**src/rtl/mem_stage.sv**
```systemverilog
// MEM stage of the 5-stage pipeline: data-memory req/ready handshake, store lane
// alignment, load extraction, stall request and the MEM/WB pipeline register.
module mem_stage (
  input  logic        clk,
  input  logic        rst,
  input  logic [31:0] EXMEMInstruction,
  input  logic [31:0] EXMEMPCPlus4,
  input  logic [31:0] EXMEMALUResult,
  input  logic [31:0] EXMEMMemWriteData,
  input  logic [4:0]  EXMEMRegRd,
  input  logic        EXMEMRegWrite,
  input  logic        EXMEMMemWrite,
  input  logic [1:0]  EXMEMMemWrBits,
  input  logic        EXMEMMemRead,
  input  logic [2:0]  EXMEMMemRBits,
  input  logic [1:0]  EXMEMMemtoReg,
  output logic        DMemReq,
  output logic        DMemWe,
  output logic [31:0] DMemAddr,
  output logic [3:0]  DMemByteEn,
  output logic [31:0] DMemWData,
  input  logic [31:0] DMemRData,
  input  logic        DMemReady,
  output logic        MEMStallReq,
  output logic        MisalignErr,
  output logic [31:0] MEMWBInstruction,
  output logic [31:0] MEMWBWriteData,
  output logic [4:0]  MEMWBRegRd,
  output logic        MEMWBRegWrite
);

  typedef enum logic {
    S_IDLE = 1'b0,
    S_WAIT = 1'b1
  } state_e;

  state_e      state_q, state_d;
  logic [31:0] instr_q, instr_d;
  logic [31:0] wdata_q, wdata_d;
  logic [4:0]  rd_q, rd_d;
  logic        regwrite_q, regwrite_d;
  logic        misalign_q, misalign_d;

  logic [1:0]  addr_lo_s;
  logic        access_s;
  logic        is_half_s;
  logic        is_byte_s;
  logic        misalign_s;
  logic        req_s;
  logic        stall_s;
  logic [3:0]  byte_en_s;
  logic [31:0] store_data_s;
  logic [7:0]  load_byte_s;
  logic [15:0] load_half_s;
  logic [31:0] load_data_s;
  logic [31:0] result_s;

  assign addr_lo_s = EXMEMALUResult[1:0];
  assign access_s  = EXMEMMemRead | EXMEMMemWrite;

  // Access size decode; a store's size wins if both strobes are somehow set.
  always_comb begin
    is_half_s = 1'b0;
    is_byte_s = 1'b0;
    if (EXMEMMemWrite) begin
      case (EXMEMMemWrBits)
        2'b01:   is_half_s = 1'b1;
        2'b10:   is_byte_s = 1'b1;
        default: begin
          is_half_s = 1'b0;
          is_byte_s = 1'b0;
        end
      endcase
    end else begin
      case (EXMEMMemRBits)
        3'b001, 3'b010: is_half_s = 1'b1;
        3'b011, 3'b100: is_byte_s = 1'b1;
        default: begin
          is_half_s = 1'b0;
          is_byte_s = 1'b0;
        end
      endcase
    end
  end

  assign misalign_s = access_s &
                      ((is_half_s & addr_lo_s[0]) |
                       (~is_half_s & ~is_byte_s & (addr_lo_s != 2'b00)));

  // EX/MEM is frozen during WAIT, so the request simply persists until ready.
  assign req_s   = ((state_q == S_IDLE) & access_s & ~misalign_s) | (state_q == S_WAIT);
  assign stall_s = req_s & ~DMemReady;

  always_comb begin
    byte_en_s    = 4'b0000;
    store_data_s = 32'h0000_0000;
    if (!req_s) begin
      byte_en_s    = 4'b0000;
      store_data_s = 32'h0000_0000;
    end else if (EXMEMMemWrite) begin
      if (is_byte_s) begin
        byte_en_s    = 4'b0001 << addr_lo_s;
        store_data_s = {4{EXMEMMemWriteData[7:0]}};
      end else if (is_half_s) begin
        byte_en_s    = addr_lo_s[1] ? 4'b1100 : 4'b0011;
        store_data_s = {2{EXMEMMemWriteData[15:0]}};
      end else begin
        byte_en_s    = 4'b1111;
        store_data_s = EXMEMMemWriteData;
      end
    end else begin
      byte_en_s    = 4'b1111;
      store_data_s = 32'h0000_0000;
    end
  end

  always_comb begin
    case (addr_lo_s)
      2'b00:   load_byte_s = DMemRData[7:0];
      2'b01:   load_byte_s = DMemRData[15:8];
      2'b10:   load_byte_s = DMemRData[23:16];
      2'b11:   load_byte_s = DMemRData[31:24];
      default: load_byte_s = DMemRData[7:0];
    endcase
    load_half_s = addr_lo_s[1] ? DMemRData[31:16] : DMemRData[15:0];
    case (EXMEMMemRBits)
      3'b001:  load_data_s = {{16{load_half_s[15]}}, load_half_s};
      3'b010:  load_data_s = {16'h0000, load_half_s};
      3'b011:  load_data_s = {{24{load_byte_s[7]}}, load_byte_s};
      3'b100:  load_data_s = {24'h00_0000, load_byte_s};
      default: load_data_s = DMemRData;
    endcase
    case (EXMEMMemtoReg)
      2'b01:   result_s = load_data_s;
      2'b10:   result_s = EXMEMPCPlus4;
      default: result_s = EXMEMALUResult;
    endcase
  end

  // Next state and MEM/WB contents; stalled or misaligned cycles become bubbles.
  always_comb begin
    state_d = state_q;
    case (state_q)
      S_IDLE: begin
        if (req_s && !DMemReady) state_d = S_WAIT;
        else                     state_d = S_IDLE;
      end
      S_WAIT: begin
        if (DMemReady) state_d = S_IDLE;
        else           state_d = S_WAIT;
      end
      default: state_d = S_IDLE;
    endcase

    misalign_d = misalign_s;
    if (misalign_s || stall_s) begin
      instr_d    = 32'h0000_0000;
      wdata_d    = 32'h0000_0000;
      rd_d       = 5'd0;
      regwrite_d = 1'b0;
    end else begin
      instr_d    = EXMEMInstruction;
      wdata_d    = result_s;
      rd_d       = EXMEMRegRd;
      regwrite_d = EXMEMRegWrite;
    end
  end

  always_ff @(posedge clk or posedge rst) begin
    if (rst) begin
      state_q    <= S_IDLE;
      instr_q    <= 32'h0000_0000;
      wdata_q    <= 32'h0000_0000;
      rd_q       <= 5'd0;
      regwrite_q <= 1'b0;
      misalign_q <= 1'b0;
    end else begin
      state_q    <= state_d;
      instr_q    <= instr_d;
      wdata_q    <= wdata_d;
      rd_q       <= rd_d;
      regwrite_q <= regwrite_d;
      misalign_q <= misalign_d;
    end
  end

  // rst also gates the request so a reset arriving mid-WAIT drops it at once.
  assign DMemReq          = req_s & ~rst;
  assign DMemWe           = req_s & ~rst & EXMEMMemWrite;
  assign DMemAddr         = {EXMEMALUResult[31:2], 2'b00};
  assign DMemByteEn       = byte_en_s;
  assign DMemWData        = store_data_s;
  assign MEMStallReq      = stall_s & ~rst;
  assign MisalignErr      = misalign_q;
  assign MEMWBInstruction = instr_q;
  assign MEMWBWriteData   = wdata_q;
  assign MEMWBRegRd       = rd_q;
  assign MEMWBRegWrite    = regwrite_q;

endmodule

```
**config.mk**
```make
export PLATFORM = sky130hd
export DESIGN_NAME = mem_stage
export DESIGN_NICKNAME = d
export VERILOG_FILES = /design/src/rtl/mem_stage.sv
export SDC_FILE = /design/constraint.sdc
export NUM_CORES = 1
export LEC_CHECK = 0
export ABC_AREA = 1
export BUFFER_PORTS_ARGS = -buffer_cell sky130_fd_sc_hd__buf_2
export CORE_AREA = 2 2 124 126
export DETAILED_ROUTE_END_ITERATION = 10
export DIE_AREA = 0 0 126 128
export PLACE_DENSITY = 0.66
export SLEW_MARGIN = 20
export SYNTH_ARGS = -nofsm -noshare
export SYNTH_HDL_FRONTEND = slang
export SYNTH_SLANG_ARGS = --single-unit
```
**constraint.sdc**
```tcl
create_clock -name clk -period 2.9 [get_ports clk]
set_input_delay 0.29 -clock clk [delete_from_list [all_inputs] [get_ports clk]]
set_output_delay 0.29 -clock clk [all_outputs]
set_load 0.005 [all_outputs]
```
==> results.py <==
metrics = {
    "status": {
        "status": "finished, final reports clean",
    },
    "setup_path": {
        "worst_ep_arrival_time_ps": 1970,
        "max_stage_delay_ps": 330,
        "startpoint_type": "input pin",
        "crit_type": "input pin to primary output",
        "crit_start": "EXMEMMemRBits[2]",
        "endpoint": "DMemWData[12]",
        "cp.required_ps": 2610,
        "slowest_stage": "nand2_2",
        "reg2reg_setup_slack_ps": 1560,
        "crit_family": "simple AND/OR/NAND/NOR gates",
        "endpoint_kind": "primary output",
        "cp_max_fo": 33,
        "worst_r2r_path_depth": 6,
        "crit_buf_inv": 3,
        "crit_chain": "buf_2 -> inv_1 -> nand3_1 -> nand2_2 -> a21oi_2 -> nand3_1 -> nand3_1 -> nand2_2 -> nand2_2 -> a21oi_1 -> buf_2",
        "cp.depth": 11,
        "r2r-end": "MEMWBInstruction[16]$_DFF_PP0_",
        "r2r-start": "state_q$_DFF_PP0_",
    },
    "pwr": {
        "peakVddDrop_mv": 0.263,
        "leakagePower_uw": 0.00417,
        "finalPower_uw": 3340,
        "power.density_nw_per_um2": 493,
    },
    "global_routing": {
        "grt-ovfl-total": 0,
        "grt_antenna_before_repair": 5,
        "grt_pass1_vias": 5074,
        "grt_max_degree": 71,
        "grt_usage": 0.210,
        "grt_pass1_wl_um": 26300,
    },
    "timing": {
        "fin_crit_sh": 0.780,
        "fmax_mhz": 442,
        "rsz0062_at_grt": "no",
        "worst_pin_slew_ps": 745,
        "layout_min_cycle_time_ps": 2260,
        "setup_viol_count_final": 0,
        "hold_violations": 0,
        "tns_ps": 0,
        "slew_viol_final": 0,
        "worst_slack_ps": 637,
        "fin_worst_skew_ps": 4.60,
        "slew_headroom": 0.503,
    },
    "synth": {
        "yosysWarnings": 0,
        "netlist_instances": 753,
        "synth.distinct_cells": 23,
        "synth-seq-cells": 72,
        "syn_avg_cell_area_sq_um": 6.66,
        "synth_area_sq_um": 5010,
        "ys_seq_area_frac": 0.359,
    },
    "clock_tree": {
        "cts_buffer_depth": 2,
        "hold_buffers": 0,
        "clk_pin_slew_ps": 60,
        "cts.sinks": 72,
        "post_cts_buffers": 0,
        "clockRootBuffer": "clkbuf_16",
        "cts_tree": "done",
        "cts_resized": 0,
        "numCtsBuffers": 9,
        "insertion_delay_ps": 330,
        "htreeDepth": 3,
    },
    "die": {
        "die_x_um": 126,
        "io-pin-count": 320,
        "initial_core_util": 0.337,
        "core-area_sq_um": 14900,
        "num_rows": 45,
        "die-area_sq_um": 16100,
        "die_h_um": 128,
    },
    "route": {
        "drt_pre_antenna_iters": 4,
        "vias": 5460,
        "final_antenna_net_count": 0,
        "routedWlPerCell_um": 14.4,
        "drt_iter0_drc": 268,
        "drt_wl_total_um": 17500,
        "routed_via_density": 4.50,
        "drc": 0,
    },
    "layout": {
        "drive_above_1_share": 0.422,
        "n_fill_cell": 1562,
        "fin_nets": 1198,
        "area_growth_pct": 35.1,
    },
    "min_path": {
        "hp-class": "input pin to asynchronous set/reset pin",
    },
    "placed_design": {
        "gp_congestion": 0.856,
        "io_buffers": 317,
        "preCtsSetupSlack_ps": 599,
        "dp_hpwl_um": 13800,
    },
    "run": {
        "cap_violations": 0,
    },
}
-- metal layers --
metal | share of wire | vias up | GRT usage
li1 | - | 2762 | -
met1 | 0.38 | 2452 | 0.231
met2 | 0.52 | 215 | 0.392
met3 | 0.076 | 25 | 0.0563
met4 | 0.022 | 6 | 0.0659
met5 | 0.0020 | - | 0
-- final cells by class --
class / instances / area [sq um] / area share
clock inverter: 6 / 92.6 / 0.0137
timing repair buffer: 322 / 1660 / 0.245
tap: 188 / 235 / 0.0347
inverter: 123 / 463 / 0.0684
sequential: 72 / 1800 / 0.266
clock buffer: 10 / 229 / 0.0338
multi-input combinational: 490 / 2290 / 0.338
antenna: 1 / 2.50 / 0.000369
-- cell usage after synthesis --
cell type | instances | area [sq um]
nand2_4 | 1 | 11.3
nand2_2 | 8 | 50.1
conb_1 | 1 | 3.75
buf_2 | 10 | 50.1
nor2_2 | 62 | 388
nand3_1 | 28 | 140
buf_4 | 35 | 263
clkbuf_1 | 15 | 56.3
o21ai_1 | 8 | 40.0
a21oi_2 | 1 | 8.76
buf_6 | 9 | 101
inv_1 | 117 | 439
nor2_1 | 68 | 255
o21ai_0 | 8 | 40.0
or2_2 | 14 | 87.6
a21oi_1 | 68 | 340
ha_1 | 2 | 25.0
dfrtp_1 | 72 | 1800
nand4_1 | 1 | 6.26
nand2_1 | 203 | 762
o211ai_1 | 15 | 113
inv_2 | 6 | 22.5
nand3_2 | 1 | 10.0
-- logic make-up after synthesis --
family,after synthesis,share of synthesized area
other,1,0.000748
AND/OR/NAND/NOR,386,0.341
buffers and inverters,192,0.186
AO/OA/AOI/OAI,100,0.108
adder cells (fa/ha/maj),2,0.00499
flip-flops,72,0.359
-- per-stage QoR --
stage	cells	instance area, sq um	hold WS [ps]	utilization
detailed placement	1195	6450	474	0.434
CTS	1211	6770	110	0.455
finish	1212	6770	88.5	0.456
global route	1212	6770	137	0.456
global placement	1195	6450	469	0.434
floorplan	754	5020	396	-
-- cells in the final DEF (no fill, tap or decap), drive strengths merged, types with 10 or more instances in the layout --
cell type,synthesis,routed
a21oi,69,69
buf,54,322
clkbuf,15,10
dfrtp,72,72
inv,123,123
nand2,212,212
nand3,29,29
nor2,130,130
o211ai,15,15
o21ai,16,16
or2,14,14
-- how the worst min path moves through the flow --
stage,to,cells after the start
6_report,MEMWBWriteData[7]$_DFF_PP0_,2
5_1_grt,MEMWBWriteData[7]$_DFF_PP0_,2
4_1_cts,MEMWBWriteData[7]$_DFF_PP0_,2
3_5_place_dp,MEMWBWriteData[7]$_DFF_PP0_,2
3_3_place_gp,MEMWBWriteData[7]$_DFF_PP0_,2
2_1_floorplan,MEMWBInstruction[10]$_DFF_PP0_,2
-- where the power goes --
part           total (uW)  switching [uW]  internal, uW
logic                 988             586           402
clock network        1200             442           758
registers            1150            32.3          1120
-- registers in the layout, summed over array words and instances (netlist names) --
register,cells
MEMWBInstruction,32
MEMWBWriteData,32
MEMWBRegRd,5
MEMWBRegWrite,1
MisalignErr,1
state_q,1
-- worst register-to-register path, delay by kind of cell, from the launching register on --
family / cells / cell delay, ps
buf+inv: 2 / 390
flops: 1 / 330
simple gates: 4 / 480
Power figures use the tool's default switching activity.
